File: config.mk
export PLATFORM = sky130hd
export DESIGN_NAME = wb_regfile
export DESIGN_NICKNAME = d
export VERILOG_FILES = /design/src/rtl/mips_pkg.sv /design/src/rtl/regfile_2r1w.sv /design/src/rtl/wb_regfile.sv
export SDC_FILE = /design/constraint.sdc
export NUM_CORES = 2
export LEC_CHECK = 0
export CAP_MARGIN = 20
export CELL_PAD_IN_SITES_DETAIL_PLACEMENT = 1
export CELL_PAD_IN_SITES_GLOBAL_PLACEMENT = 1
export CORE_MARGIN = 5
export CORE_UTILIZATION = 44
export DETAILED_ROUTE_END_ITERATION = 12
export GPL_ROUTABILITY_DRIVEN = 0
export PLACE_DENSITY_LB_ADDON = 0.25
export SLEW_MARGIN = 10
export SYNTH_ARGS = -nofsm -noshare
export SYNTH_HDL_FRONTEND = slang
export SYNTH_SLANG_ARGS = --single-unit
File: constraint.sdc
create_clock -name clock -period 38.6 [get_ports clock]
set_input_delay 9.65 -clock clock [delete_from_list [all_inputs] [get_ports clock]]
set_output_delay 9.65 -clock clock [all_outputs]
set_load 0.02 [all_outputs]
File: src/rtl/mips_pkg.sv
// Shared constants for the pipelined MIPS core: datapath widths, register-file
// geometry, the fixed link register, the zero register and the nop encoding.
package mips_pkg;

   localparam int DATA_W   = 32;
   localparam int ADDR_W   = 5;
   localparam int NREG     = 32;
   localparam int LINK_REG = 31;

   localparam logic [ADDR_W-1:0] REG_ZERO = 5'd0;
   localparam logic [DATA_W-1:0] NOP_IR   = 32'h0000_0000;

   // A retired word of all zeros is a pipeline bubble, not a real instruction.
   function automatic logic is_bubble(input logic [DATA_W-1:0] ir);
      return (ir == NOP_IR);
   endfunction

endpackage

File: src/rtl/regfile_2r1w.sv
// Architectural register file: NREG x DATA_W, one write port, two
// asynchronous read ports. Entry 0 is never written and always reads 0.
// Optional build macro WB_BYPASS_EN: a read that hits the entry being written
// this cycle returns the write data (write-through) instead of the old value.
module regfile_2r1w
#(
   parameter int DATA_W = 32,
   parameter int ADDR_W = 5,
   parameter int NREG   = 32
)
(
   input  logic              clock,
   input  logic              reset,
   input  logic              i_we,
   input  logic [ADDR_W-1:0] i_waddr,
   input  logic [DATA_W-1:0] i_wdata,
   input  logic [ADDR_W-1:0] i_raddr1,
   input  logic [ADDR_W-1:0] i_raddr2,
   output logic [DATA_W-1:0] o_rdata1,
   output logic [DATA_W-1:0] o_rdata2
);
   import mips_pkg::REG_ZERO;

   logic [DATA_W-1:0] r_regs [NREG];
   logic [DATA_W-1:0] w_rd1;
   logic [DATA_W-1:0] w_rd2;

   // Array storage: async clear of every entry, qualified write never touches entry 0.
   always_ff @(posedge clock or posedge reset) begin
      if (reset) begin
         for (int i = 0; i < NREG; i++) begin
            r_regs[i] <= '0;
         end
      end else if (i_we && (i_waddr != REG_ZERO)) begin
         r_regs[i_waddr] <= i_wdata;
      end
   end

   // Read ports: zero register forced to 0, optional same-cycle write-through.
   always_comb begin
      w_rd1 = '0;
      w_rd2 = '0;
`ifdef WB_BYPASS_EN
      if (i_raddr1 == REG_ZERO) begin
         w_rd1 = '0;
      end else if (i_we && (i_raddr1 == i_waddr)) begin
         w_rd1 = i_wdata;
      end else begin
         w_rd1 = r_regs[i_raddr1];
      end
      if (i_raddr2 == REG_ZERO) begin
         w_rd2 = '0;
      end else if (i_we && (i_raddr2 == i_waddr)) begin
         w_rd2 = i_wdata;
      end else begin
         w_rd2 = r_regs[i_raddr2];
      end
`else
      if (i_raddr1 == REG_ZERO) begin
         w_rd1 = '0;
      end else begin
         w_rd1 = r_regs[i_raddr1];
      end
      if (i_raddr2 == REG_ZERO) begin
         w_rd2 = '0;
      end else begin
         w_rd2 = r_regs[i_raddr2];
      end
`endif
   end

   assign o_rdata1 = w_rd1;
   assign o_rdata2 = w_rd2;

endmodule

File: src/rtl/wb_regfile.sv
// Write-back stage of the pipelined MIPS core: selects the write-back value and
// destination, qualifies the commit into the register file, exports the
// write-back value for EX forwarding, and keeps the retire counter and the last
// retired instruction. Optional build macro WB_BYPASS_EN (handled inside
// regfile_2r1w) makes a same-cycle commit visible on the read ports.
module wb_regfile
#(
   parameter int DATA_W   = 32,
   parameter int NREG     = 32,
   parameter int ADDR_W   = 5,
   parameter int LINK_REG = 31
)
(
   input  logic              clock,
   input  logic              reset,
   input  logic              enable,
   input  logic              iRegWrite,
   input  logic              iMemToReg,
   input  logic              iJumps,
   input  logic [DATA_W-1:0] iIR,
   input  logic [DATA_W-1:0] iReadData,
   input  logic [DATA_W-1:0] iResult,
   input  logic [ADDR_W-1:0] iRegDest,
   input  logic [ADDR_W-1:0] iReadAddr1,
   input  logic [ADDR_W-1:0] iReadAddr2,
   output logic [DATA_W-1:0] oReadData1,
   output logic [DATA_W-1:0] oReadData2,
   output logic [DATA_W-1:0] oWbData,
   output logic [ADDR_W-1:0] oWbDest,
   output logic              oWbValid,
   output logic [31:0]       oRetired,
   output logic [DATA_W-1:0] oLastIR
);
   import mips_pkg::*;

   localparam logic [ADDR_W-1:0] LINK_ADDR = ADDR_W'(LINK_REG);

   logic [DATA_W-1:0] w_wb_data;
   logic [ADDR_W-1:0] w_wb_dest;
   logic              w_wb_valid;
   logic              w_retire;
   logic [31:0]       r_retired;
   logic [DATA_W-1:0] r_last_ir;

   // Write-back select and commit qualification; a link write overrides both data and destination.
   always_comb begin
      w_wb_data  = iResult;
      w_wb_dest  = iRegDest;
      if (iJumps) begin
         w_wb_data = iResult;
         w_wb_dest = LINK_ADDR;
      end else if (iMemToReg) begin
         w_wb_data = iReadData;
         w_wb_dest = iRegDest;
      end else begin
         w_wb_data = iResult;
         w_wb_dest = iRegDest;
      end
      w_wb_valid = enable & (iRegWrite | iJumps) & (w_wb_dest != REG_ZERO);
      w_retire   = enable & ~is_bubble(iIR);
   end

   // Retire bookkeeping: count and remember every non-bubble instruction leaving the stage.
   always_ff @(posedge clock or posedge reset) begin
      if (reset) begin
         r_retired <= 32'd0;
         r_last_ir <= '0;
      end else if (w_retire) begin
         r_retired <= r_retired + 32'd1;
         r_last_ir <= iIR;
      end else begin
         r_retired <= r_retired;
         r_last_ir <= r_last_ir;
      end
   end

   regfile_2r1w #(
      .DATA_W (DATA_W),
      .ADDR_W (ADDR_W),
      .NREG   (NREG)
   ) u_regfile (
      .clock    (clock),
      .reset    (reset),
      .i_we     (w_wb_valid),
      .i_waddr  (w_wb_dest),
      .i_wdata  (w_wb_data),
      .i_raddr1 (iReadAddr1),
      .i_raddr2 (iReadAddr2),
      .o_rdata1 (oReadData1),
      .o_rdata2 (oReadData2)
   );

   assign oWbData  = w_wb_data;
   assign oWbDest  = w_wb_dest;
   assign oWbValid = w_wb_valid;
   assign oRetired = r_retired;
   assign oLastIR  = r_last_ir;

endmodule

==> results.md <==
- FMAX: 42.1 MHz
- Yosys reg bits: 1057
- Vias in the first global route: between 40000 and 50000
- Initial antenna violation count: 2
- Input/output buffers: around 280
- Worst R2R Start: oRetired[5]
- Root buf cell: clkbuf_16
- Peak supply drop: roughly 40 uV
- Post-layout util: 51.4%
- Crit-path cells: clkbuf_8 -> buf_4 -> buf_4 -> and2_2 -> buf_4 -> nand2_1 -> o2111a_1 -> a221oi_1 -> clkdlybuf4s50_1
- Run status: complete, no violations
- Hold depth: 0
- Mean Syn Cell Area: roughly 11 um^2
- CTS buffer count: 117
- Period minus WS final: ~24 ns
- Commonest non-fill, non-tap cell in the layout: dfrtp_1
- Total Nets Final: 5165
- CTS clk-pin slew, worst paths: around 0.06 ns
- Pre-CTS setup slack: approximately 15 ns
- CP max-delay cell: clkdlybuf4s50_1
- CTS tree: built
- Max-cap violations: 0
- WL/cell: ~29 um
- Most used DFF post-synth: dfrtp_1
- Crit end category: output port
- Hold Startpoint: u_regfile.r_regs[1022]
- Worst EP required: 28.95 ns
- Netlist cell types: 43
- Clock tree sinks: about 1100
- Core Area: 122000 um^2
- Worst Max-Slew Pin Slew: 1.14 ns
- Critical path data arrival time: 14.12 ns
- Worst R2R Path Depth: 5
- Hold Violations, Final: 0
- CP startpoint kind: input port
- IO Pins: between 200 and 300
- Largest net degree at the start of global routing: ~120
- Die Area: 131000 um^2
- Routed vias/inst: 6.30
- Met2 usage: 47.1%
- Clock buffer depth: 3
- Min-Delay Endpoint: u_regfile.r_regs[1022]
- Setup-failing EPs final: 0
- Site Rows: 128
- Reg-to-reg endpoint: oRetired[31]
- Setup bufs post-CTS: 0
- First-pass GRT wire length: 292000 um
- Drt initial violations: ~3800
- Setup Total Neg Slack: 0 ns
- WS Path Type: in -> out
- GRT met3 Usage: between 5 and 6%
- Max-Slew Margin vs Limit: 23.7%
- GRT Total Usage: 29.4%
- Most used cell along the critical path: buf_4
- Max FO, Critical Path: 48
- Synth Cell Area: 54300 um^2
- Fin crit share: around three fifths
- Post-route cell area: roughly 63000 um^2
- Max Slew Vio Count: 0
- Async S/R FF share, synth: 100%
- Max incr delay on CP: 0.74 ns
- Syn nets: 5157
- Area Overhead vs Synth: 15.7%
- Min-Delay Path Class: reg -> reg
- Overflow after GRT: 0
- Skew final: 0.00802 ns
- Met1 Use GR: 41.3%
- Post-detail-place hpwl: 111000 um
- Commonest cells after routing, fill and taps aside: 1057 x dfrtp_1, 826 x nand2_1, 531 x nor2_1, 518 x a21oi_1, 498 x o21ai_0
- Pleak: about 27 nW
- CTS hold repair buffers: 0
- Initial core utilization: 44.4%
- # DRC: 0
- Flop-to-flop setup slack: 36.63 ns
- Via Count: 42600
- Post-CTS resize count: 0
- Htree depth: 3
- Share of layout cells above drive strength 1: 18.0%
- DRT Wirelength: 194000 um
- Register area share after synthesis: between 40% and 50%
- Synth Warn #: 0
- RSZ-0062 raised after global routing: no
- Post-Syn Instances: 5039
- Busiest grt layer: met2
- Pwr/cell area: a little over 50 nW/um^2
- Die width: between 300 and 400 um
- Worst-Skew Late Latency: 0.71 ns
- DRT Pass-1 Iters: 5
- Slack of the critical path: 14.83 ns
- Post-Place Cell Area: 58300 um^2
- Remaining antenna violation count: 0
- DIE HEIGHT: roughly 360 um
- EDFF count, synth: 0
flip-flops by register name, indices dropped and copies added, names as in the netlist:
| signal | cells |
|---|---|
| oRetired | 32 |
| u_regfile.r_regs | 993 |
| oLastIR | 32 |
through the flow:
step / power (mW) / hold WS [ns] / cells
after floorplan: 1.73 / 0.441 / 5039
after global placement: 1.91 / 0.378 / 6542
after detailed placement: 1.94 / 0.391 / 6542
after CTS: 3.17 / 0.405 / 6757
after global routing: 3.29 / 0.413 / 6768
final: 3.16 / 0.413 / 6770
worst max-delay path by stage:
stage | cells past startpoint | start | end | slack (ns)
after floorplan | 1 | reset | oLastIR[0] | 14.37
after global placement | 8 | iReadAddr2[0] | oReadData2[8] | 14.86
after detailed placement | 8 | iReadAddr2[0] | oReadData2[8] | 14.83
after CTS | 8 | iReadAddr2[0] | oReadData2[8] | 14.85
after global routing | 8 | iReadAddr2[0] | oReadData2[8] | 14.67
final | 9 | iReadAddr1[2] | oReadData1[17] | 14.83
cell families after synthesis:
family          synth area share (%)
compound gates                  12.6
xor+xnor                       0.500
fa+ha+maj                     0.0230
buf+inv                         4.23
flops                           48.7
mux                             22.9
simple gates                    11.0
report_power, final:
part / internal (mW) / total [mW] / switching, mW
logic: 0.262 / 0.565 / 0.302
clock network: 0.737 / 1.22 / 0.487
registers: 1.25 / 1.37 / 0.118
total: 2.25 / 3.16 / 0.907
cell usage after synthesis (8+ instances only):
library cell	n	share of area, %
buf_1	54	0.37
mux2_2	62	1.3
a221oi_1	36	0.58
clkbuf_1	283	2.0
mux4_2	450	19
nor2_1	533	3.7
nand3_1	12	0.11
and3_1	32	0.37
xor2_1	21	0.34
mux2i_1	162	3.0
a221o_1	20	0.37
and2_1	10	0.12
nand4_1	8	0.092
o2111ai_1	29	0.47
o211ai_1	29	0.40
a21oi_1	518	4.8
nor4_1	16	0.18
nor3_1	14	0.13
nor2b_1	9	0.10
inv_1	42	0.29
nand2_1	840	5.8
buf_2	164	1.5
o21ai_0	498	4.6
o21ai_1	37	0.34
xnor2_1	10	0.16
o2111a_1	34	0.71
a22oi_1	23	0.32
dfrtp_1	1057	49
worst max-delay path: cells and delay by family:
kind / cells / cell delay, ns
AO/OA/AOI/OAI: 2 / 0.85
buffers and inverters: 5 / 2.99
AND/OR/NAND/NOR: 2 / 0.49
final cells by class:
type                            instances  area (um^2)
Timing Repair Buffer                  397         3900
Fill cell                           12800        59400
Inverter                               42          161
Clock inverter                         54          793
Tap cell                             1625         2030
Clock buffer                          161         3440
Antenna cell                            2         5.00
Sequential cell                      1057        26500
Multi-Input combinational cell       3432        26000
layer usage:
layer  up-vias  wire [um]
met4         0       6070
met3       374      14800
met2      1590      90600
met1     22600      82600
li1      18100          -
met5         -          0
Note: power is estimated with default switching activity, not from simulation.
